--- src/rtl/cpu_pkg.sv ---
// Shared types and constants for the 8-bit CPU sequencer.
// State encoding, opcodes and instruction field positions.
package cpu_pkg;

  typedef enum logic [2:0] {
    IDLE   = 3'd0,
    FETCH  = 3'd1,
    DECODE = 3'd2,
    EXEC   = 3'd3,
    MEM    = 3'd4,
    WB     = 3'd5,
    FAULT  = 3'd6
  } state_t;

  localparam logic [1:0] OP_ADD = 2'b00;
  localparam logic [1:0] OP_LW  = 2'b01;
  localparam logic [1:0] OP_SW  = 2'b10;
  localparam logic [1:0] OP_JMP = 2'b11;

  localparam int OP_HI  = 7;
  localparam int OP_LO  = 6;
  localparam int RS_HI  = 5;
  localparam int RS_LO  = 4;
  localparam int RT_HI  = 3;
  localparam int RT_LO  = 2;
  localparam int IMM_HI = 1;
  localparam int IMM_LO = 0;

  function automatic logic [1:0] op_of(input logic [7:0] i);
    return i[OP_HI:OP_LO];
  endfunction

endpackage

--- src/rtl/ack_timer.sv ---
// Wait counter for memory handshakes.
// expired is high in the last allowed waiting cycle.
module ack_timer #(
  parameter int LIMIT = 15
) (
  input  logic clk,
  input  logic reset_n,
  input  logic clr,
  input  logic en,
  output logic expired
);

  localparam logic [7:0] LAST = 8'(LIMIT - 1);

  logic [7:0] cnt;

  always_ff @(posedge clk or negedge reset_n) begin
    if (!reset_n)  cnt <= '0;
    else if (clr)  cnt <= '0;
    else if (en)   cnt <= cnt + 8'd1;
  end

  assign expired = en && (cnt == LAST);

endmodule

--- src/rtl/cpu_seq_ctrl.sv ---
// Multi-cycle fetch/decode/execute sequencer.
// Owns pc and ir; strobes register-file and memory controls.
module cpu_seq_ctrl
  import cpu_pkg::*;
#(
  parameter logic [7:0] RESET_PC    = 8'h00,
  parameter int         MEM_TIMEOUT = 15
) (
  input  logic       clk,
  input  logic       reset_n,
  input  logic       run,
  output logic       imem_req,
  output logic [7:0] imem_addr,
  input  logic       imem_ack,
  input  logic [7:0] imem_data,
  output logic       dmem_req,
  output logic       dmem_we,
  input  logic       dmem_ack,
  output logic [1:0] sext_in,
  input  logic [7:0] sext_val,
  output logic [7:0] ir,
  output logic [7:0] pc,
  output logic       reg_write,
  output logic       mem_to_reg,
  output logic       busy,
  output logic       retired,
  output logic       fault
);

  state_t     state, nxt;
  logic [1:0] op;
  logic       wait_en;
  logic       tmo;
  state_t     after;

  assign op    = op_of(ir);
  assign after = run ? FETCH : IDLE;

  // Timer runs only while a request is outstanding; any ack resets it
  assign wait_en = (imem_req && !imem_ack) ||
                   (dmem_req && !dmem_ack);

  ack_timer #(.LIMIT(MEM_TIMEOUT)) u_tmr (
    .clk     (clk),
    .reset_n (reset_n),
    .clr     (!wait_en),
    .en      (wait_en),
    .expired (tmo)
  );

  always_ff @(posedge clk or negedge reset_n) begin
    if (!reset_n) state <= IDLE;
    else          state <= nxt;
  end

  always_comb begin
    nxt = state;
    unique case (state)
      IDLE:   if (run) nxt = FETCH;
      FETCH:  if (imem_ack) nxt = DECODE;
              else if (tmo) nxt = FAULT;
      DECODE: nxt = EXEC;
      EXEC: begin
        unique case (1'b1)
          op == OP_JMP: nxt = after;
          op == OP_ADD: nxt = WB;
          default:      nxt = MEM;
        endcase
      end
      MEM: begin
        if (dmem_ack) nxt = (op == OP_LW) ? WB : after;
        else if (tmo) nxt = FAULT;
      end
      WB:     nxt = after;
      FAULT:  nxt = FAULT;
      default: nxt = IDLE;
    endcase
  end

  always_comb begin
    imem_req   = (state == FETCH);
    dmem_req   = (state == MEM);
    dmem_we    = (state == MEM) && (op == OP_SW);
    reg_write  = (state == WB);
    mem_to_reg = (state == WB) && (op == OP_LW);
    busy       = (state != IDLE) && (state != FAULT);
    fault      = (state == FAULT);
    retired    = (state == WB) ||
                 ((state == EXEC) && (op == OP_JMP)) ||
                 ((state == MEM) && dmem_ack && (op == OP_SW));
  end

  always_ff @(posedge clk or negedge reset_n) begin
    if (!reset_n) begin
      pc <= RESET_PC;
      ir <= '0;
    end else if (state == FETCH && imem_ack) begin
      pc <= pc + 8'd1;
      ir <= imem_data;
    end else if (state == EXEC && op == OP_JMP) begin
      pc <= pc + sext_val;
    end
  end

  assign imem_addr = pc;
  assign sext_in   = ir[IMM_HI:IMM_LO];

endmodule
--- config.mk ---
export PLATFORM = sky130hd
export DESIGN_NAME = cpu_seq_ctrl
export DESIGN_NICKNAME = d
export VERILOG_FILES = /design/src/rtl/cpu_pkg.sv /design/src/rtl/ack_timer.sv /design/src/rtl/cpu_seq_ctrl.sv
export SDC_FILE = /design/constraint.sdc
export NUM_CORES = 1
export LEC_CHECK = 0
export BUFFER_PORTS_ARGS = -buffer_cell sky130_fd_sc_hd__buf_4
export CORE_MARGIN = 2
export CORE_UTILIZATION = 46
export DETAILED_ROUTE_END_ITERATION = 16
export PLACE_DENSITY = 0.76
export SETUP_SLACK_MARGIN = 0.05
export SLEW_MARGIN = 30
export SYNTH_ARGS = -nofsm -noshare
export SYNTH_HDL_FRONTEND = slang
export SYNTH_SLANG_ARGS = --single-unit
--- constraint.sdc ---
create_clock -name clk -period 2.3 [get_ports clk]
set_clock_uncertainty 0.05 [all_clocks]
set_input_delay 0.345 -clock clk [delete_from_list [all_inputs] [get_ports clk]]
set_output_delay 0.345 -clock clk [all_outputs]
set_load 0.02 [all_outputs]
==> results of run 1 <==
## logic make-up (layout without fill, tap and decap cells)
family / count (synthesis) / in the layout / share of synthesized area
AO/OA/AOI/OAI: 35 / 35 / 0.125
XOR/XNOR: 9 / 9 / 0.0452
adder cells (fa/ha/maj): 15 / 15 / 0.112
buffers and inverters: 27 / 84 / 0.0810
flip-flops: 27 / 27 / 0.387
multiplexers: 2 / 2 / 0.0122
AND/OR/NAND/NOR: 82 / 82 / 0.238
## synth_stat cells, types with 2 or more instances
master	instances
buf_2	2
nor4_1	2
nor2_1	11
a311oi_1	2
nand2_1	32
nand2b_1	4
a211oi_1	2
nor3_1	2
clkbuf_1	3
nand4_1	2
and3_1	3
or3_1	4
xnor2_1	3
and2_1	3
ha_1	14
nor2b_1	7
o211ai_1	3
a21oi_1	8
o311ai_0	2
inv_1	11
dfrtp_1	27
o21ai_0	11
nor3b_1	5
nand3_1	3
buf_4	10
xor2_1	6
## worst max-delay path, stage by stage (launching register included)
cell	delay, ps
dfrtp_1	390
and4bb_2	280
or2_4	250
ha_4	180
inv_2	50
fa_2	210
nor2b_2	50
o21ai_2	140
a21boi_2	90
or4_1	410
nand3_1	80
## through the flow
step,instance area [um^2],power [W]
after CTS,2300,0.00298
after detailed placement,2240,0.00270
after floorplan,1810,0.00210
after global placement,2240,0.00267
final,2390,0.00313
after global routing,2390,0.00339
## report_power, final
part	internal [W]	switching (W)
Combinational	0.000945	0.00109
Clock	0.000123	0.000150
Sequential	0.000645	0.000178
## area by class of cell
cell class | count | area [um^2]
clock buffers | 3 | 41.3
clock inverters | 1 | 7.51
fillers | 328 | 1270
inverters | 11 | 41.3
multi-input cells | 143 | 1030
flip-flops and latches | 27 | 676
well taps | 48 | 60.1
repair buffers | 69 | 536
## sequential cells by signal (all words and copies together) (netlist names)
name and flops:
u_tmr.cnt 8, ir 8, state 3, imem_addr 8
## worst min-delay path by stage
stage | from | endpoint | slack, ps | cells after the start
2_1_floorplan | reset_n | imem_addr[0]$_DFFE_PN0P_ | -0.6 | 0
3_3_place_gp | reset_n | u_tmr.cnt[0]$_DFF_PN0_ | 230 | 1
3_5_place_dp | reset_n | u_tmr.cnt[0]$_DFF_PN0_ | 230 | 1
4_1_cts | imem_data[0] | ir[0]$_DFFE_PN0P_ | 200 | 3
5_1_grt | imem_data[1] | ir[1]$_DFFE_PN0P_ | 210 | 3
6_report | imem_data[0] | ir[0]$_DFFE_PN0P_ | 200 | 3
## cells in the final DEF, fill, tap and decap left out, drive strengths merged, types with 4 or more instances in the layout
| master | netlist | routed |
|---|---|---|
| inv | 11 | 11 |
| ha | 14 | 14 |
| nand2 | 32 | 32 |
| xor2 | 6 | 6 |
| nor3b | 5 | 5 |
| nand2b | 4 | 4 |
| a21oi | 8 | 8 |
| buf | 13 | 68 |
| nor2b | 7 | 7 |
| dfrtp | 27 | 27 |
| or3 | 4 | 4 |
| o21ai | 12 | 12 |
| nor2 | 11 | 11 |
## metal layers
layer  vias to the layer above  GRT usage  wire (um)
met2                        50      0.324       1940
met1                       715      0.242       1740
li1                        782          -          -
met4                         0     0.0755         62
met3                         5     0.0308        209
met5                         -          0          0
## timing repair
| action | 4_1_cts | 5_1_grt |
|---|---|---|
| buffers inserted | 0 | 4 |
| setup endpoints to repair | 0 | 2 |
| resized for setup | 0 | 14 |
| hold buffers | 1 | 0 |
| endpoints found under the hold margin | 27 | 0 |
==> out/metrics.json, run 1 <==
{
  "min_period_over_period": 0.968,
  "fin_nets": 291,
  "post_route_cells_drive_above_1_share": 0.362,
  "pwr_density_cell_nw_per_um2": 1310,
  "yosys_most_used_dff": "dfrtp_1",
  "die-area_um2": 4300,
  "placement.setup.worst_slack_ps": -10.4,
  "worst_skew_pair_latency_ps": 270,
  "globalplace.congestion": 0.885,
  "drtAntennaViolNets": 0,
  "wl_per_cell_um": 13.1,
  "run_status": "completed",
  "cap_violations": 0,
  "synth-async-reset-ratio": 1.00,
  "postSynthAreaPerCell_um2": 8.86,
  "vias_in_the_first_global_route": 1450,
  "ant_diodes": 0,
  "portBuffers": 54,
  "final_cell_count_no_fill": 302,
  "syn_inst_count": 197,
  "vias": 1552,
  "synth.top_cell.area_share": 0.387,
  "timing.rr.end": "imem_addr[6]$_DFFE_PN0P_",
  "dr.pass1.iters": 4,
  "tritoncts": "done",
  "cts.sink_count": 27,
  "critPathKind": "flop to flop",
  "startpoint": "state[0]$_DFFE_PN0P_",
  "track_usage": 0.191,
  "timing.final.crit_period_ps": 2230,
  "area_of_the_core_region_um2": 3660,
  "post-route-worst-setup-slack_ps": 72.6,
  "drt-total-wl_mm": 3.95,
  "postSynthNetCount": 233,
  "worstRegToRegCells": 10,
  "utilization_after_layout": 0.652,
  "placed_cells": 293,
  "report.final.setup_viol": 0,
  "top_level_ports": 55,
  "cts_made_buffers": 3,
  "die_w_um": 65.6,
  "fin_setup_tns_ps": 0,
  "synth-seq-area-share": 0.387,
  "synthDominantAreaCellType": "dfrtp_1",
  "yosys_warnings": 0,
  "initial_utilization": 0.477,
  "cp-start-kind": "flop",
  "remaining_drc_errors": 0,
  "hold_violations": 0,
  "first_pass_grt_wire_length_mm": 6.34,
  "drt_iter0_drc": 61,
  "maxSlewViolCount": 0,
  "die_height_um": 65.6,
  "synth-edff-count": 0,
  "flow.area_growth_from_synthesis_pct": 36.8,
  "antenna_found_initial": 0,
  "syn_area_um2": 1750,
  "grt_setup_unrepaired": "yes",
  "clockRootBuffer": "clkbuf_8",
  "post_synth_main_area_contributors": "dfrtp_1, ha_1, nand2_1",
  "floorplan.rows": 22,
  "worst-r2r-setup-slack_ps": 70,
  "timing.critical_path.to": "imem_addr[6]$_DFFE_PN0P_",
  "path_clk_slew_ps": 100,
  "grt_start_max_net_pins": 28,
  "fmax_mhz": 449,
  "irDropWorstVdd_uv": 769,
  "yosys.cell_types.count": 41,
  "worstReg2RegStart": "state[0]$_DFFE_PN0P_",
  "detail_route.vias_per_cell": 5.14,
  "clock_tree.htree_level_count": 1,
  "power_leakage_nw": 1.16,
  "dpl.hpwl_mm": 2.93,
  "ys_ff_latch": 27,
  "grt-ovfl-total": 0,
  "timing.max_slew.rel_slack": 0.749,
  "worst-endpoint-required_ps": 2470,
  "worst_slew_pin_slew_ps": 372,
  "cp.arrival_ps": 2390,
  "hold_path_class": "input pin to flop",
  "cts_max_path_buffers": 2,
  "whs_ps": 202,
  "worstPathMaxFanout": 4,
  "end_kind": "flop"
}
No activity file was read; power rests on OpenSTA's default activity.
==> run 2, diff against run 1 <==
--- a/config.mk
+++ b/config.mk
@@ -7,9 +7,10 @@
 export LEC_CHECK = 0
 export BUFFER_PORTS_ARGS = -buffer_cell sky130_fd_sc_hd__buf_4
 export CORE_MARGIN = 2
-export CORE_UTILIZATION = 46
+export CORE_UTILIZATION = 48
+export CTS_BUF_LIST = sky130_fd_sc_hd__clkbuf_4
 export DETAILED_ROUTE_END_ITERATION = 16
-export PLACE_DENSITY = 0.76
+export PLACE_DENSITY = 0.79
 export SETUP_SLACK_MARGIN = 0.05
 export SLEW_MARGIN = 30
 export SYNTH_ARGS = -nofsm -noshare
==> constraint.sdc (replaced) <==
create_clock -name clk -period 2.3 [get_ports clk]
set_clock_uncertainty 0.05 [all_clocks]
set_input_delay 0.345 -clock clk [delete_from_list [all_inputs] [get_ports clk]]
set_output_delay 0.345 -clock clk [all_outputs]
set_load 0.05 [all_outputs]
==> out/metrics.json, run 2 (same netlist as run 1, synthesis figures left out) <==
{
  "post_route_cells_drive_above_1_share": {"value": 0.380, "change": "was 0.362"},
  "path_clk_slew": {"value": 150, "unit": "ps", "change": "was 100 ps"},
  "portBuffers": {"value": 54, "change": "unchanged"},
  "grt-ovfl-total": {"value": 0, "change": "unchanged"},
  "vias": {"value": 1613, "change": "was 1552"},
  "worst_skew_pair_latency": {"value": 330, "unit": "ps", "change": "was 270 ps"},
  "worstReg2RegStart": {"value": "state[1]$_DFFE_PN0P_", "change": "was state[0]$_DFFE_PN0P_"},
  "power.share.clock": {"value": 0.056, "change": "was 0.087"},
  "timing.critical_path.slowest_stage_cell": {"value": "dfrtp_1", "change": "was or4_1"},
  "whs_endpoint": {"value": "ir[0]$_DFFE_PN0P_", "change": "unchanged"},
  "most-common-layout-cells": {"value": "buf_4, nand2_1, dfrtp_1", "change": "unchanged"},
  "sequentialPowerShare": {"value": 0.216, "change": "was 0.263"},
  "startpoint_of_the_lowest_slack_hold_path": {"value": "imem_data[0]", "change": "unchanged"},
  "worst-endpoint-required": {"value": 2530, "unit": "ps", "change": "was 2470 ps"},
  "hold-path-cell-count": {"value": 3, "change": "unchanged"},
  "timing.final.crit_period": {"value": 2270, "unit": "ps", "change": "was 2230 ps"},
  "flow.area_growth_from_synthesis": {"value": 38.6, "unit": "%", "change": "was 36.8%"},
  "track_usage": {"value": 0.202, "change": "was 0.191"},
  "worstPathMaxFanout": {"value": 2, "change": "was 4"},
  "report.final.setup_viol": {"value": 0, "change": "unchanged"},
  "grt_start_max_net_pins": {"value": 28, "change": "unchanged"},
  "drtAntennaViolNets": {"value": 0, "change": "unchanged"},
  "remaining_drc_errors": {"value": 0, "change": "unchanged"},
  "fin_nets": {"value": 295, "change": "was 291"},
  "max_stage_delay": {"value": 420, "unit": "ps", "change": "was 410 ps"},
  "run_status": {"value": "completed", "change": "unchanged"},
  "initial_utilization": {"value": 0.511, "change": "was 0.477"},
  "clock_tree.htree_level_count": {"value": 1, "change": "unchanged"},
  "cts.sink_count": {"value": 27, "change": "unchanged"},
  "tritoncts": {"value": "done", "change": "unchanged"},
  "drt_iter0_drc": {"value": 88, "change": "was 61"},
  "floorplan.rows": {"value": 21, "change": "was 22"},
  "whs": {"value": 138, "unit": "ps", "change": "was 202 ps"},
  "detail_route.vias_per_cell": {"value": 5.31, "change": "was 5.14"},
  "grt_setup_unrepaired": {"value": "yes", "change": "unchanged"},
  "cp.arrival": {"value": 2500, "unit": "ps", "change": "was 2390 ps"},
  "dr.pass1.iters": {"value": 4, "change": "unchanged"},
  "drt-total-wl": {"value": 4.29, "unit": "mm", "change": "was 3.95 mm"},
  "ant_diodes": {"value": 0, "change": "unchanged"},
  "critPathKind": {"value": "flop to flop", "change": "unchanged"},
  "timing.critical_path.cells": {"value": "and4bb_2 -> or2_4 -> ha_4 -> inv_2 -> fa_2 -> nor2b_4 -> o21ai_2 -> a21boi_2 -> buf_4 -> o21ai_0 -> nand3_1", "change": "was and4bb_2 -> or2_4 -> ha_4 -> inv_2 -> fa_2 -> nor2b_2 -> o21ai_2 -> a21boi_2 -> or4_1 -> nand3_1"},
  "globalplace.congestion": {"value": 0.772, "change": "was 0.885"},
  "irDropWorstVdd": {"value": 937, "unit": "uV", "change": "was 769 uV"},
  "min_period_over_period": {"value": 0.988, "change": "was 0.968"},
  "power_switching_share": {"value": 0.544, "change": "was 0.452"},
  "die_height": {"value": 64.3, "unit": "um", "change": "was 65.6 um"},
  "cap_violations": {"value": 0, "change": "unchanged"},
  "wl_per_cell": {"value": 14.1, "unit": "um", "change": "was 13.1 um"},
  "maxSlewViolCount": {"value": 0, "change": "unchanged"},
  "die-area": {"value": 4130, "unit": "um^2", "change": "was 4300 um^2"},
  "timing.rr.end": {"value": "imem_addr[6]$_DFFE_PN0P_", "change": "unchanged"},
  "dpl.hpwl": {"value": 2.98, "unit": "mm", "change": "was 2.93 mm"},
  "cts_made_buffers": {"value": 3, "change": "unchanged"},
  "end_kind": {"value": "flop", "change": "unchanged"},
  "layout_commonest_cell": {"value": "buf_4", "change": "unchanged"},
  "hold_violations": {"value": 0, "change": "unchanged"},
  "area_of_the_core_region": {"value": 3420, "unit": "um^2", "change": "was 3660 um^2"},
  "pwr_density_cell": {"value": 1570, "unit": "nW/um^2", "change": "was 1310 nW/um^2"},
  "power.combinational.fraction": {"value": 0.728, "change": "was 0.649"},
  "die_w": {"value": 64.3, "unit": "um", "change": "was 65.6 um"},
  "power_leakage": {"value": 1.18, "unit": "nW", "change": "was 1.16 nW"},
  "top_level_ports": {"value": 55, "change": "unchanged"},
  "antenna_found_initial": {"value": 0, "change": "unchanged"},
  "switchingPower": {"value": 0.00206, "unit": "W", "change": "was 0.00142 W"},
  "worstRegToRegCells": {"value": 11, "change": "was 10"},
  "clockRootBuffer": {"value": "clkbuf_4", "change": "was clkbuf_8"},
  "worst_slew_pin_slew": {"value": 596, "unit": "ps", "change": "was 372 ps"},
  "hold_path_class": {"value": "input pin to flop", "change": "unchanged"},
  "p_int": {"value": 0.00173, "unit": "W", "change": "was 0.00171 W"},
  "cts_max_path_buffers": {"value": 2, "change": "unchanged"},
  "cp-start-kind": {"value": "flop", "change": "unchanged"},
  "timing.max_slew.rel_slack": {"value": 0.600, "change": "was 0.749"},
  "first_pass_grt_wire_length": {"value": 6.69, "unit": "mm", "change": "was 6.34 mm"},
  "worst-r2r-setup-slack": {"value": 30, "unit": "ps", "change": "was 70 ps"},
  "fin_setup_tns": {"value": 0, "unit": "ps", "change": "unchanged"},
  "vias_in_the_first_global_route": {"value": 1458, "change": "was 1450"},
  "fmax": {"value": 440, "unit": "MHz", "change": "was 449 MHz"}
}
[run 2: layer usage]
metal / track usage / vias up / wire length, um
met2: 0.331 / 48 / 2110
met1: 0.277 / 772 / 1920
li1: - / 791 / -
met4: 0.0691 / 0 / 25
met3: 0.0264 / 2 / 237
met5: 0 / - / 0
[run 2: repair_timing]
| item | CTS | global route |
|---|---|---|
| buffers inserted | 3 | 4 |
| hold buffers | 1 | 0 |
| resized for setup | 3 | 17 |
| setup endpoints to repair | 2 | 4 |
| pin swaps | 4 | 11 |
| endpoints found under the hold margin | 27 | 0 |
[run 2: cell type report]
class	count	area (um^2)
flip-flops and latches	27	676
repair buffers	73	569
clock buffers	3	22.5
inverters	11	45.0
well taps	46	57.6
fillers	271	997
multi-input cells	143	1040
clock inverters	1	5.00
[run 2: worst max path at each step]
stage                               startpoint                  endpoint  slack [ps]
after floorplan           state[1]$_DFFE_PN0P_  imem_addr[7]$_DFFE_PN0P_        -250
final                     state[1]$_DFFE_PN0P_  imem_addr[6]$_DFFE_PN0P_          30
after global placement                imem_ack  imem_addr[6]$_DFFE_PN0P_           3
after CTS                 state[0]$_DFFE_PN0P_  imem_addr[6]$_DFFE_PN0P_          50
after detailed placement              imem_ack  imem_addr[6]$_DFFE_PN0P_         -50
after global routing      state[1]$_DFFE_PN0P_  imem_addr[6]$_DFFE_PN0P_         -60
[run 2: worst max-delay path, delay by kind of cell (launching register included)]
| kind | cells | cell delay, ps |
|---|---|---|
| AND/OR/NAND/NOR | 4 | 740 |
| adder cells (fa/ha/maj) | 2 | 510 |
| flip-flops | 1 | 420 |
| AO/OA/AOI/OAI | 3 | 340 |
| buffers and inverters | 2 | 180 |
[run 2: power groups by stage]
stage / registers [W] / logic [W] / clock network (W)
floorplan: 0.00127 / 0.00143 / 0
global placement: 0.000809 / 0.00248 / 0
detailed placement: 0.000813 / 0.00250 / 0
CTS: 0.000808 / 0.00255 / 0.000217
global route: 0.000851 / 0.00294 / 0.000238
finish: 0.000818 / 0.00276 / 0.000212
[run 2: metrics by stage]
step           power, W  std cells  worst slack (ps)  area [um^2]   util
2_1_floorplan   0.00270        197              -252         1810      -
3_3_place_gp    0.00329        292              2.60         2240  0.657
3_5_place_dp    0.00332        292             -51.5         2240  0.657
4_1_cts         0.00357        300              52.5         2310  0.677
5_1_grt         0.00403        304             -58.0         2420  0.708
6_report        0.00379        304              28.5         2420  0.708
==> run 3, diff against run 2 <==
--- a/config.mk
+++ b/config.mk
@@ -5,12 +5,13 @@
 export SDC_FILE = /design/constraint.sdc
 export NUM_CORES = 1
 export LEC_CHECK = 0
+export ABC_AREA = 1
 export BUFFER_PORTS_ARGS = -buffer_cell sky130_fd_sc_hd__buf_4
 export CORE_MARGIN = 2
 export CORE_UTILIZATION = 48
 export CTS_BUF_LIST = sky130_fd_sc_hd__clkbuf_4
 export DETAILED_ROUTE_END_ITERATION = 16
-export PLACE_DENSITY = 0.79
+export PLACE_DENSITY = 0.78
 export SETUP_SLACK_MARGIN = 0.05
 export SLEW_MARGIN = 30
 export SYNTH_ARGS = -nofsm -noshare
==> out/metrics.json, run 3 <==
{
  "timing.critical_path.max_delay_family": {"value": "simple AND/OR/NAND/NOR gates", "change": "unchanged"},
  "utilization_after_layout": {"value": 0.651, "change": "was 0.708"},
  "pwr_density_cell": {"value": 1600, "unit": "nW/um^2", "change": "was 1570 nW/um^2"},
  "cts_max_path_buffers": {"value": 2, "change": "unchanged"},
  "startpoint_of_the_lowest_slack_hold_path": {"value": "imem_data[1]", "change": "was imem_data[0]"},
  "worstPathBufferInverterCount": {"value": 3, "change": "was 2"},
  "detail_route.vias_per_cell": {"value": 5.03, "change": "was 5.31"},
  "report.final.setup_viol": {"value": 0, "change": "unchanged"},
  "run_status": {"value": "completed", "change": "unchanged"},
  "timing.critical_path.cells": {"value": "nor3_4 -> nand2_2 -> clkinv_4 -> or2_4 -> ha_4 -> inv_2 -> fa_2 -> inv_2 -> nand2_2 -> a21oi_2 -> o21ai_1 -> nand2_1 -> o21ai_1", "change": "was and4bb_2 -> or2_4 -> ha_4 -> inv_2 -> fa_2 -> nor2b_4 -> o21ai_2 -> a21boi_2 -> buf_4 -> o21ai_0 -> nand3_1"},
  "yosys_warnings": {"value": 0, "change": "unchanged"},
  "clock_tree.htree_level_count": {"value": 1, "change": "unchanged"},
  "timing.final.crit_period": {"value": 2130, "unit": "ps", "change": "was 2270 ps"},
  "fin_setup_tns": {"value": 0, "unit": "ps", "change": "unchanged"},
  "cp-start-kind": {"value": "flop", "change": "unchanged"},
  "track_usage": {"value": 0.201, "change": "was 0.202"},
  "whs_endpoint": {"value": "ir[1]$_DFFE_PN0P_", "change": "was ir[0]$_DFFE_PN0P_"},
  "critPathKind": {"value": "flop to flop", "change": "unchanged"},
  "dr.pass1.iters": {"value": 4, "change": "unchanged"},
  "vias_in_the_first_global_route": {"value": 1588, "change": "was 1458"},
  "yosys_most_used_dff": {"value": "dfrtp_1", "change": "unchanged"},
  "post_synth_main_area_contributors": {"value": "dfrtp_1, nand2_1, ha_1", "change": "was dfrtp_1, ha_1, nand2_1"},
  "irDropWorstVdd": {"value": 943, "unit": "uV", "change": "was 937 uV"},
  "fmax": {"value": 469, "unit": "MHz", "change": "was 440 MHz"},
  "top_level_ports": {"value": 55, "change": "unchanged"},
  "postSynthAreaPerCell": {"value": 7.44, "unit": "um^2", "change": "was 8.86 um^2"},
  "power": {"value": 0.00380, "unit": "W", "change": "was 0.00379 W"},
  "flow.area_growth_from_synthesis": {"value": 29.8, "unit": "%", "change": "was 38.6%"},
  "globalplace.congestion": {"value": 0.821, "change": "was 0.772"},
  "hold-path-cell-count": {"value": 3, "change": "unchanged"},
  "timing.max_slew.rel_slack": {"value": 0.764, "change": "was 0.600"},
  "clockRootBuffer": {"value": "clkbuf_4", "change": "unchanged"},
  "ys_ff_latch": {"value": 27, "change": "unchanged"},
  "synth-async-reset-ratio": {"value": 1.00, "change": "unchanged"},
  "grt-ovfl-total": {"value": 0, "change": "unchanged"},
  "worst_slew_pin_slew": {"value": 354, "unit": "ps", "change": "was 596 ps"},
  "first_pass_grt_wire_length": {"value": 6.79, "unit": "mm", "change": "was 6.69 mm"},
  "synthDominantAreaCellType": {"value": "dfrtp_1", "change": "unchanged"},
  "cp.arrival": {"value": 2320, "unit": "ps", "change": "was 2500 ps"},
  "ant_diodes": {"value": 0, "change": "unchanged"},
  "cts.sink_count": {"value": 27, "change": "unchanged"},
  "power_leakage": {"value": 1.30, "unit": "nW", "change": "was 1.18 nW"},
  "end_kind": {"value": "flop", "change": "unchanged"},
  "timing.critical_path.slowest_stage_cell": {"value": "dfrtp_2", "change": "was dfrtp_1"},
  "cts_made_buffers": {"value": 3, "change": "unchanged"},
  "placedInstanceArea": {"value": 2280, "unit": "um^2", "change": "was 2240 um^2"},
  "area_of_the_core_region": {"value": 3660, "unit": "um^2", "change": "was 3420 um^2"},
  "drtAntennaViolNets": {"value": 0, "change": "unchanged"},
  "worst_skew_pair_latency": {"value": 330, "unit": "ps", "change": "about the same"},
  "hold_violations": {"value": 0, "change": "unchanged"},
  "fin_nets": {"value": 339, "change": "was 295"},
  "antenna_found_initial": {"value": 0, "change": "unchanged"},
  "post_route_cells_drive_above_1_share": {"value": 0.305, "change": "was 0.380"},
  "vias": {"value": 1761, "change": "was 1613"},
  "drt_iter0_drc": {"value": 126, "change": "was 88"},
  "portBuffers": {"value": 54, "change": "unchanged"},
  "worst-endpoint-required": {"value": 2480, "unit": "ps", "change": "was 2530 ps"},
  "worstReg2RegStart": {"value": "state[2]$_DFFE_PN0P_", "change": "was state[1]$_DFFE_PN0P_"},
  "remaining_drc_errors": {"value": 0, "change": "unchanged"},
  "die_height": {"value": 65.9, "unit": "um", "change": "was 64.3 um"},
  "worstPathMaxFanout": {"value": 5, "change": "was 2"},
  "grt_setup_unrepaired": {"value": "yes", "change": "unchanged"},
  "floorplan.rows": {"value": 22, "change": "was 21"},
  "max_stage_delay": {"value": 480, "unit": "ps", "change": "was 420 ps"},
  "die_w": {"value": 65.9, "unit": "um", "change": "was 64.3 um"},
  "most-common-layout-cells": {"value": "nand2_1, buf_4, inv_1", "change": "was buf_4, nand2_1, dfrtp_1"},
  "hold_path_class": {"value": "input pin to flop", "change": "unchanged"},
  "path_clk_slew": {"value": 150, "unit": "ps", "change": "about the same"},
  "synth-edff-count": {"value": 0, "change": "unchanged"},
  "worstRegToRegCells": {"value": 13, "change": "was 11"},
  "postSynthNetCount": {"value": 283, "change": "was 233"},
  "synth.most_common_cell": {"value": "nand2_1", "change": "unchanged"},
  "initial_utilization": {"value": 0.502, "change": "was 0.511"},
  "netlist_top_cells_count": {"value": "nand2_1, inv_1, dfrtp_1", "change": "was nand2_1, dfrtp_1, ha_1"},
  "timing.rr.end": {"value": "imem_addr[4]$_DFFE_PN0P_", "change": "was imem_addr[6]$_DFFE_PN0P_"},
  "syn_inst_count": {"value": 247, "change": "was 197"},
  "die-area": {"value": 4340, "unit": "um^2", "change": "was 4130 um^2"},
  "cap_violations": {"value": 0, "change": "unchanged"},
  "maxSlewViolCount": {"value": 0, "change": "unchanged"},
  "synth-seq-area-share": {"value": 0.368, "change": "was 0.387"},
  "synth.top_cell.area_share": {"value": 0.368, "change": "was 0.387"},
  "worst-r2r-setup-slack": {"value": 170, "unit": "ps", "change": "was 30 ps"},
  "fin_area": {"value": 2380, "unit": "um^2", "change": "was 2420 um^2"},
  "wl_per_cell": {"value": 11.8, "unit": "um", "change": "was 14.1 um"},
  "syn_area": {"value": 1840, "unit": "um^2", "change": "was 1750 um^2"},
  "drt-total-wl": {"value": 4.12, "unit": "mm", "change": "was 4.29 mm"},
  "layout_commonest_cell": {"value": "nand2_1", "change": "was buf_4"},
  "grt_start_max_net_pins": {"value": 28, "change": "unchanged"},
  "dpl.hpwl": {"value": 3.14, "unit": "mm", "change": "was 2.98 mm"},
  "tritoncts": {"value": "done", "change": "unchanged"},
  "yosys.cell_types.count": {"value": 27, "change": "was 41"},
  "min_period_over_period": {"value": 0.928, "change": "was 0.988"}
}
## run 3: changes by cell type after synthesis, sizes merged, moves of 4 or more
cell,delta
xor2,-5
nand2b,-4
nor3b,-4
nor2,+15
nand3,+12
nor2b,-7
nand2,+39
or3,-4
nor3,+4
inv,+29
## run 3: cell families after synthesis
group           after synthesis  share of synthesized area
compound gates               24                     0.0708
simple gates                126                      0.308
flops                        27                      0.368
buf+inv                      52                      0.133
fa+ha+maj                    15                      0.106
xor+xnor                      3                     0.0143
## run 3: worst max-delay path by stage
stage / start / end / slack, ps / cells after the start
floorplan: state[0]$_DFFE_PN0P_ / imem_addr[7]$_DFFE_PN0P_ / -190 / 15
global placement: state[2]$_DFFE_PN0P_ / imem_addr[4]$_DFFE_PN0P_ / 160 / 13
global route: state[2]$_DFFE_PN0P_ / imem_addr[4]$_DFFE_PN0P_ / 40 / 13
detailed placement: state[2]$_DFFE_PN0P_ / imem_addr[4]$_DFFE_PN0P_ / 110 / 13
CTS: state[2]$_DFFE_PN0P_ / imem_addr[4]$_DFFE_PN0P_ / 90 / 13
finish: state[2]$_DFFE_PN0P_ / imem_addr[4]$_DFFE_PN0P_ / 170 / 13
## run 3: metal layers
layer  vias to the layer above  global-route usage  routed length [um]
li1                        879                   -                   -
met1                       823               0.251                1770
met2                        53               0.355                2100
met3                         6              0.0341                 199
met4                         0              0.0573                  45
met5                         -                   0                   0
## run 3: report_power, final
| group | switching (W) | total, W | internal, W |
|---|---|---|---|
| clock | 0.000138 | 0.000218 | 0.0000797 |
| combinational | 0.00186 | 0.00274 | 0.000888 |
| sequential | 0.000193 | 0.000843 | 0.000650 |
| total | 0.00219 | 0.00380 | 0.00162 |
## run 3: final cells by class
type                    count  area [um^2]
clock buffers               4         30.0
fillers                   342         1280
repair inverters            1         5.00
multi-input cells         168          981
well taps                  48         60.1
repair buffers             62          475
inverters                  40          155
flip-flops and latches     27          677
## run 3: worst register-to-register path: stages, from the launching register on
cell and delay [ps]:
dfrtp_2 480, nor3_4 210, nand2_2 120, clkinv_4 90
or2_4 120, ha_4 120, inv_2 30, fa_2 330
inv_2 80, nand2_2 60, a21oi_2 160, o21ai_1 90
nand2_1 70, o21ai_1 50
## run 3: per-stage QoR
step	hold slack [ps]	setup slack, ps	std cells
after floorplan	-0.591	-187	247
after detailed placement	232	111	341
after CTS	151	88.3	346
after global placement	232	161	341
after global routing	139	42.1	350
final	153	167	350
## run 3: repair_timing
item / CTS / global route
setup buffers: 0 / 3
hold buffers: 1 / 0
setup endpoints to repair: 0 / 4
gates resized for setup: 0 / 12
hold endpoints to repair: 27 / 0
